==> src/rtl/riscv_dift_tag_check.sv <==
// DIFT security-policy stage: checks operand/address/PC/instruction tags against the TCR,
// holds a security-exception request until acknowledged, and serves per-class propagation modes.
module riscv_dift_tag_check #(
  parameter int CNT_WIDTH = 16
) (
  input  logic                 clk,
  input  logic                 rst_n,
  input  logic                 cfg_we_i,
  input  logic                 cfg_sel_i,
  input  logic [31:0]          cfg_wdata_i,
  output logic [31:0]          tcr_o,
  output logic [31:0]          tpr_o,
  input  logic                 chk_valid_i,
  output logic                 chk_ready_o,
  input  logic [2:0]           chk_class_i,
  input  logic                 tag_s1_i,
  input  logic                 tag_s2_i,
  input  logic                 tag_d_i,
  input  logic                 tag_sa_i,
  input  logic                 tag_da_i,
  input  logic                 tag_pc_i,
  input  logic                 tag_instr_i,
  input  logic [31:0]          pc_i,
  output logic [1:0]           prop_mode_o,
  output logic                 exc_req_o,
  input  logic                 exc_ack_i,
  output logic [22:0]          exc_cause_o,
  output logic [31:0]          exc_pc_o,
  input  logic                 viol_clr_i,
  output logic [CNT_WIDTH-1:0] viol_cnt_o
);
  localparam int NCHK = 23;
  localparam int NPRP = 14;

  typedef enum logic {IDLE, REPORT} state_e;
  typedef enum logic [2:0] {
    C_INT, C_BRANCH, C_JUMP, C_SHIFT, C_CMP, C_LOGICAL, C_LDST, C_NONE
  } cls_e;
  typedef struct packed {
    logic [NCHK-1:0] cause;
    logic [31:0]     pc;
  } exc_rec_t;

  state_e               state_q, state_d;
  logic [NCHK-1:0]      tcr_q;
  logic [NPRP-1:0]      tpr_q;
  exc_rec_t             rec_q;
  logic [CNT_WIDTH-1:0] cnt_q;
  logic [NCHK-1:0]      v;
  logic [7:0][1:0]      mode_tab;
  logic                 fire, hit;
  logic                 unused_wdata;

  assign unused_wdata = ^cfg_wdata_i[31:NCHK];

  always_ff @(posedge clk or negedge rst_n) begin
    if (!rst_n) begin
      tcr_q <= '0;
      tpr_q <= '0;
    end else if (cfg_we_i) begin
      if (cfg_sel_i) tpr_q <= cfg_wdata_i[NPRP-1:0];
      else           tcr_q <= cfg_wdata_i[NCHK-1:0];
    end
  end

  assign tcr_o = {{(32-NCHK){1'b0}}, tcr_q};
  assign tpr_o = {{(32-NPRP){1'b0}}, tpr_q};

  // Class 7 (NONE) falls on the zero-padded top entry.
  assign mode_tab    = {2'b00, tpr_q};
  assign prop_mode_o = mode_tab[chk_class_i];

  assign chk_ready_o = (state_q == IDLE);
  assign exc_req_o   = (state_q == REPORT);
  assign fire        = chk_valid_i & chk_ready_o;

  always_comb begin
    v = '0;
    if (fire) begin
      case (cls_e'(chk_class_i))
        C_INT:     v[2:0]   = {tag_d_i, tag_s2_i, tag_s1_i};
        C_BRANCH:  v[4:3]   = {tag_s2_i, tag_s1_i};
        C_JUMP:    v[7:5]   = {tag_d_i, tag_s2_i, tag_s1_i};
        C_SHIFT:   v[10:8]  = {tag_d_i, tag_s2_i, tag_s1_i};
        C_CMP:     v[13:11] = {tag_d_i, tag_s2_i, tag_s1_i};
        C_LOGICAL: v[16:14] = {tag_d_i, tag_s2_i, tag_s1_i};
        C_LDST:    v[20:17] = {tag_da_i, tag_d_i, tag_sa_i, tag_s1_i};
        default:   ;
      endcase
      v[21] = tag_pc_i;
      v[22] = tag_instr_i;
      v     = v & tcr_q;
    end
  end

  assign hit = |v;

  always_comb begin
    state_d = state_q;
    case (state_q)
      IDLE:    if (hit)       state_d = REPORT;
      REPORT:  if (exc_ack_i) state_d = IDLE;
      default:                state_d = IDLE;
    endcase
  end

  always_ff @(posedge clk or negedge rst_n) begin
    if (!rst_n) begin
      state_q <= IDLE;
      rec_q   <= '0;
      cnt_q   <= '0;
    end else begin
      state_q <= state_d;
      if (hit) rec_q <= '{cause: v, pc: pc_i};
      // Clear takes priority over a same-cycle increment.
      if (viol_clr_i)               cnt_q <= '0;
      else if (hit && cnt_q != '1)  cnt_q <= cnt_q + 1'b1;
    end
  end

  assign exc_cause_o = rec_q.cause;
  assign exc_pc_o    = rec_q.pc;
  assign viol_cnt_o  = cnt_q;

endmodule
==> config.mk <==
export PLATFORM = sky130hd
export DESIGN_NAME = riscv_dift_tag_check
export DESIGN_NICKNAME = d
export VERILOG_FILES = /design/src/rtl/riscv_dift_tag_check.sv
export SDC_FILE = /design/constraint.sdc
export NUM_CORES = 1
export LEC_CHECK = 0
export CAP_MARGIN = 20
export CORE_MARGIN = 1.5
export CORE_UTILIZATION = 35
export CTS_CLUSTER_DIAMETER = 120
export DETAILED_ROUTE_END_ITERATION = 12
export PLACE_DENSITY = 0.69
export SLEW_MARGIN = 20
export SYNTH_ARGS = -nofsm -noshare
export SYNTH_HDL_FRONTEND = slang
export SYNTH_SLANG_ARGS = --single-unit
export TNS_END_PERCENT = 1
==> constraint.sdc <==
create_clock -name clk -period 3.4 [get_ports clk]
set_clock_uncertainty 0.2 [all_clocks]
set_input_delay 0.34 -clock clk [delete_from_list [all_inputs] [get_ports clk]]
set_output_delay 0.34 -clock clk [all_outputs]
set_load 0.03 [all_outputs]
### Word level (Yosys, flattened, before mapping)

Cells that the tools add are included.

* register bits: 109
* latch bits: 0
* RAM bits: 0
* memory bits (read-only): 0
* input bits: 81
* output and inout bits: 139
* word-level logic and storage cells: 47
* memories: 0

* add/sub/neg operators: 1
* multiply operators: 0
* div/mod/pow operators: 0
* magnitude comparators: 1
* eq/ne operators: 7
* shift-type cells: 0
* mux-type cells: 22
* bitwise logic cells: 4
* reductions and logical operators: 6

Operators with widths (number)
* two-way mux 16 bit: 2
* two-way mux 3 bit: 10
* AND 23 bit: 1
* two-way mux 23 bit: 1
* OR reduction 23 bit: 1
* adder 16 x 1 -> 16 bit, second input constant: 1
* != test 16 bit, second input constant: 1
* equality test 3 bit, second input constant: 3
* two-way mux 4 bit: 2
* binary-select mux 2 bit (select 3 bit): 1
* equality test 3 x 2 -> 1 bit, second input constant: 2
* two-way mux 2 bit: 3
* < comparator 3 x 4 -> 1 bit, second input constant: 1
* AND reduction 2 bit: 2
* equality test 3 x 1 -> 1 bit, second input constant: 1
* zero test 3 bit: 1
* two-way mux 1 bit: 2
* inverter 1 bit: 2
* one-hot mux 1 bit (2 select lines): 1
* nonzero test 2 bit: 1
* AND 1 bit: 1
* logical AND 1 bit: 1

### Logic depth before layout (Yosys ltp)

* depth after elaboration: 9
* mapped depth: 11
* gate-level depth less buffers: 6

### Worst setup path before layout

Ideal clock, no wire load.

* path kind: flip-flop to flip-flop
* start: reg state_q, in the netlist exc_req_o
* end: reg cnt_q[12], in the netlist viol_cnt_o[12]
* library setup time: 78 ps
* arrival time: 2201 ps
* required time: 3122 ps
* path slack: 921 ps
* stages on the path, launching flop included: 10
* path buffers: 3
* clock period less this slack: 2479 ps
* path through: dfrtp_1 -> and3b_1 -> buf_1 -> nand3_1 -> o211a_1 -> and4_1 -> buf_2 -> buf_6 -> or4_1 -> a21oi_1

* cells in the longest elaborated chain, start to end: 6

RTL lines
* start: declaration: RTL line 44 `state_e state_q, state_d;`
* start signal: assignment: RTL line 113 `state_q <= state_d;`
* inverter 1 bit
* AND 1 bit: RTL line 75 `assign fire = chk_valid_i & chk_ready_o;`
* two-way mux 23 bit: RTL line 79 `if (fire) begin`
* OR reduction 23 bit: RTL line 96 `assign hit = |v;`
* logical AND 1 bit: RTL line 117 `else if (hit && cnt_q != '1) cnt_q <= cnt_q + 1'b1;`
* nonzero test 2 bit (no line)
* end signal: assignment: RTL line 117
* end: declaration: RTL line 48 `logic [CNT_WIDTH-1:0] cnt_q;`

No other way between the ends.
A chain may end at the register's enable or synchronous reset.

### Final worst setup path

* start: in chk_class_i[0]
* end: out prop_mode_o[0]

* cells in the longest elaborated chain, start to end: 2

RTL lines
* start: declaration: RTL line 15 `input logic [2:0] chk_class_i,`
* binary-select mux 2 bit (select 3 bit): RTL line 71 `assign prop_mode_o = mode_tab[chk_class_i];`
* two-way mux 2 bit (implied by the code): RTL line 71
* end: declaration: RTL line 24 `output logic [1:0] prop_mode_o,`

No other way between the ends. The select of a mux whose other input is x is not followed.

==> results.sh <==
export IMPL_syn_to_final_growth_pct=44.8
export IMPL_drt_iter0_markers=236
export IMPL_ioPinCount=220
export IMPL_drt_wirelength_per_cell_um=17.2
export IMPL_cts_path_max_buffers=2
export IMPL_clk_pin_slew_ns=0.07
export IMPL_power_frac_seq_pct=36.6
export IMPL_overflow=0
export IMPL_grt_pass1_wl_mm=20.0
export IMPL_place_gp_congestion=0.768
export IMPL_yosysSeqAreaShare_pct=54.4
export IMPL_synthTopCellsByCount="dfrtp_1 (109), mux2_2 (69), buf_4 (27)"
export IMPL_swShare_pct=36.0
export IMPL_post_cts_setup_buffers=0
export IMPL_power_leakage_nw=3.02
export IMPL_synth_edf_count=0
export IMPL_synth_top_family_by_area="multiplexers"
export IMPL_netlist_top_cells_area="dfrtp_1 (54%), mux2_2 (15%), buf_4 (4.0%)"
export IMPL_antenna_left=0
export IMPL_stdcell_area_um2=7270
export IMPL_start_kind="input port"
export IMPL_core_um2=13900
export IMPL_final_setup_worst_slack_ns=0.439
export IMPL_fmax_mhz=338
export IMPL_synth_simple_area_share_pct=10.0
export IMPL_placed_cells=743
export IMPL_slew_headroom_pct=49.3
export IMPL_post_synth_top_count_cell="dfrtp_1"
export IMPL_stdcell_count=760
export IMPL_arrival_ns=2.42
export IMPL_syn_area_per_cell_um2=12.8
export IMPL_synth_top_area_cell="dfrtp_1"
export IMPL_p_per_area_nw_per_um2=674
export IMPL_netlist_instances=393
export IMPL_clock_latency_ns=0.35
export IMPL_yosysWarningCount=0
export IMPL_comb_power_share_pct=40.8
export IMPL_drc=0
export IMPL_max_cap_viol_count=0
export IMPL_antenna_found_initial=0
export IMPL_initial_core_util_pct=36.0
export IMPL_synth_cell_type_count=53
export IMPL_totalWireLength_mm=13.1
export IMPL_insertedDiodeCount=0
export IMPL_nets=657
export IMPL_htree_levels=3
export IMPL_path_class="input port to primary output"
export IMPL_synth_adder_area_share_pct=0.249
export IMPL_status="completed"
export IMPL_grt_max_degree=60
export IMPL_synth_compound_area_share_pct=9.47
export IMPL_dr_pass1_iters=4
export IMPL_vias_per_cell=5.07
export IMPL_grt_pass1_vias=3835
export IMPL_cts_resized=0
export IMPL_maxSlewViolCount=0
export IMPL_cp_data_required_time_ns=2.86
export IMPL_synthesis_area_um2=5020
export IMPL_final_layout_size_suffix_gt1_share_pct=18.8
export IMPL_cts_buffers=9
export IMPL_rsz0062_at_grt="false"
export IMPL_synth_flop_cell="dfrtp_1"
export IMPL_period_share_pct=87.1
export IMPL_cts_tree="done"
export IMPL_place_hpwl_mm=9.73
export IMPL_dp_slack_ns=0.196
export IMPL_p_switching_w=0.00176
export IMPL_die_area_um2=15100
export IMPL_setup_viol=0
export IMPL_ys_ff_latch=109
export IMPL_cts_sinks=109
export IMPL_period_minus_slack_ns=2.96
export IMPL_min_path_type="register to register"
export IMPL_muxShareOfSynthArea_pct=18.7
export IMPL_die_h_um=123
export IMPL_port_buffers=183
export IMPL_synth_top_cell_area_share_pct=54.4
export IMPL_setup_tns_ns=0
export IMPL_max_slew_worst_pin_slew_ns=0.760
export IMPL_grt_usage_pct=17.4
export IMPL_power_share_clock_pct=22.6
export IMPL_whs_ns=0.294
export IMPL_num_vias=3853
export IMPL_p_int_w=0.00313
export IMPL_root_buffer="clkbuf_16"
export IMPL_async_flop_share_pct=100
export IMPL_postPlaceCellArea_um2=6940
export IMPL_hold_violations=0
export IMPL_die_x_um=123
export IMPL_peakVddDrop_mv=0.540
export IMPL_critPathCaptureType="primary output"
export IMPL_worstPathMaxFanout=8
export IMPL_core_rowCount=43
export IMPL_synth_xor_area_share_pct=0
## per-layer routing
layer	up-vias	track usage (%)	share of wire, %
li1	1756	-	-
met1	1942	20.7	39
met2	143	30.5	53
met3	12	5.86	6.9
met4	0	3.42	1.2
met5	-	0	0
## cell type report
class | instances | area, um2
Fill cell | 1239 | 6670
Sequential cell | 109 | 2730
Multi-Input combinational cell | 255 | 2040
Timing Repair Buffer | 196 | 1940
Clock buffer | 12 | 267
Tap cell | 180 | 225
Clock inverter | 4 | 52.6
Inverter | 4 | 15.0
## repair_timing
item,in CTS,in global routing
hold buffers,1,0
hold endpoints to repair,58,0
setup endpoints to repair,0,0
## kinds of logic after synthesis
group / count (synthesis)
buffers and inverters: 55
muxes: 82
other: 1
adders and majority gates: 1
and+or+nand+nor: 84
DFF: 109
AOI/OAI and AO/OA: 61
## per-stage QoR
stage                     util [%]  total power [W]
after floorplan                  -          0.00296
after global placement        49.8          0.00379
after detailed placement      49.8          0.00384
after CTS                     52.1          0.00496
after global routing          52.1          0.00513
final                         52.1          0.00489
## placed cells by master (no fill, tap or decap), drive strengths merged, types with 6 or more instances in the layout
cell           Yosys  final
a21oi             14     14
a32o              20     20
buf               42     13
clkbuf             9     12
clkdlybuf4s50      0    182
conb               1     27
dfrtp            109    109
inv                4      6
mux2              75     75
nand2             14     14
nor2              16     16
nor2b              7      7
nor3b              6      6
o31ai              7      7
or4                6      6
## power by group through the flow
stage	clock [W]	sequential, W	combinational (W)
floorplan	0	0.00238	0.000573
global placement	0	0.00180	0.00199
detailed placement	0	0.00182	0.00202
CTS	0.00115	0.00180	0.00202
global route	0.00120	0.00183	0.00210
finish	0.00111	0.00179	0.00200
## worst max-delay path, stage by stage
cell and delay, ns:
clkdlybuf4s50_1 0.58, buf_4 0.23, mux4_2 0.52, nor2_1 0.10, a21oi_1 0.05, clkdlybuf4s50_1 0.59
## worst paths after layout
| kind | startpoint | end | slack (ns) | depth (start not counted) |
|---|---|---|---|---|
| worst min register to register | exc_cause_o[2] | exc_cause_o[2] | 0.29 | 2 |
| min in group asynchronous | rst_n | viol_cnt_o[5] | 0.39 | 2 |
| max in group asynchronous | rst_n | tcr_q[19] | 1.84 | 3 |
| worst min-delay path | exc_cause_o[2] | exc_cause_o[2] | 0.29 | 2 |
| worst max-delay path | chk_class_i[0] | prop_mode_o[0] | 0.44 | 6 |
| worst max register to register | exc_req_o | viol_cnt_o[9] | 0.85 | 7 |
## flip-flops by register name, summed over array words and instances, names as in the netlist
name / count
tpr_q: 14
exc_pc_o: 32
exc_cause_o: 23
exc_req_o: 1
viol_cnt_o: 16
tcr_q: 23
(Power assumes the default switching activity.)
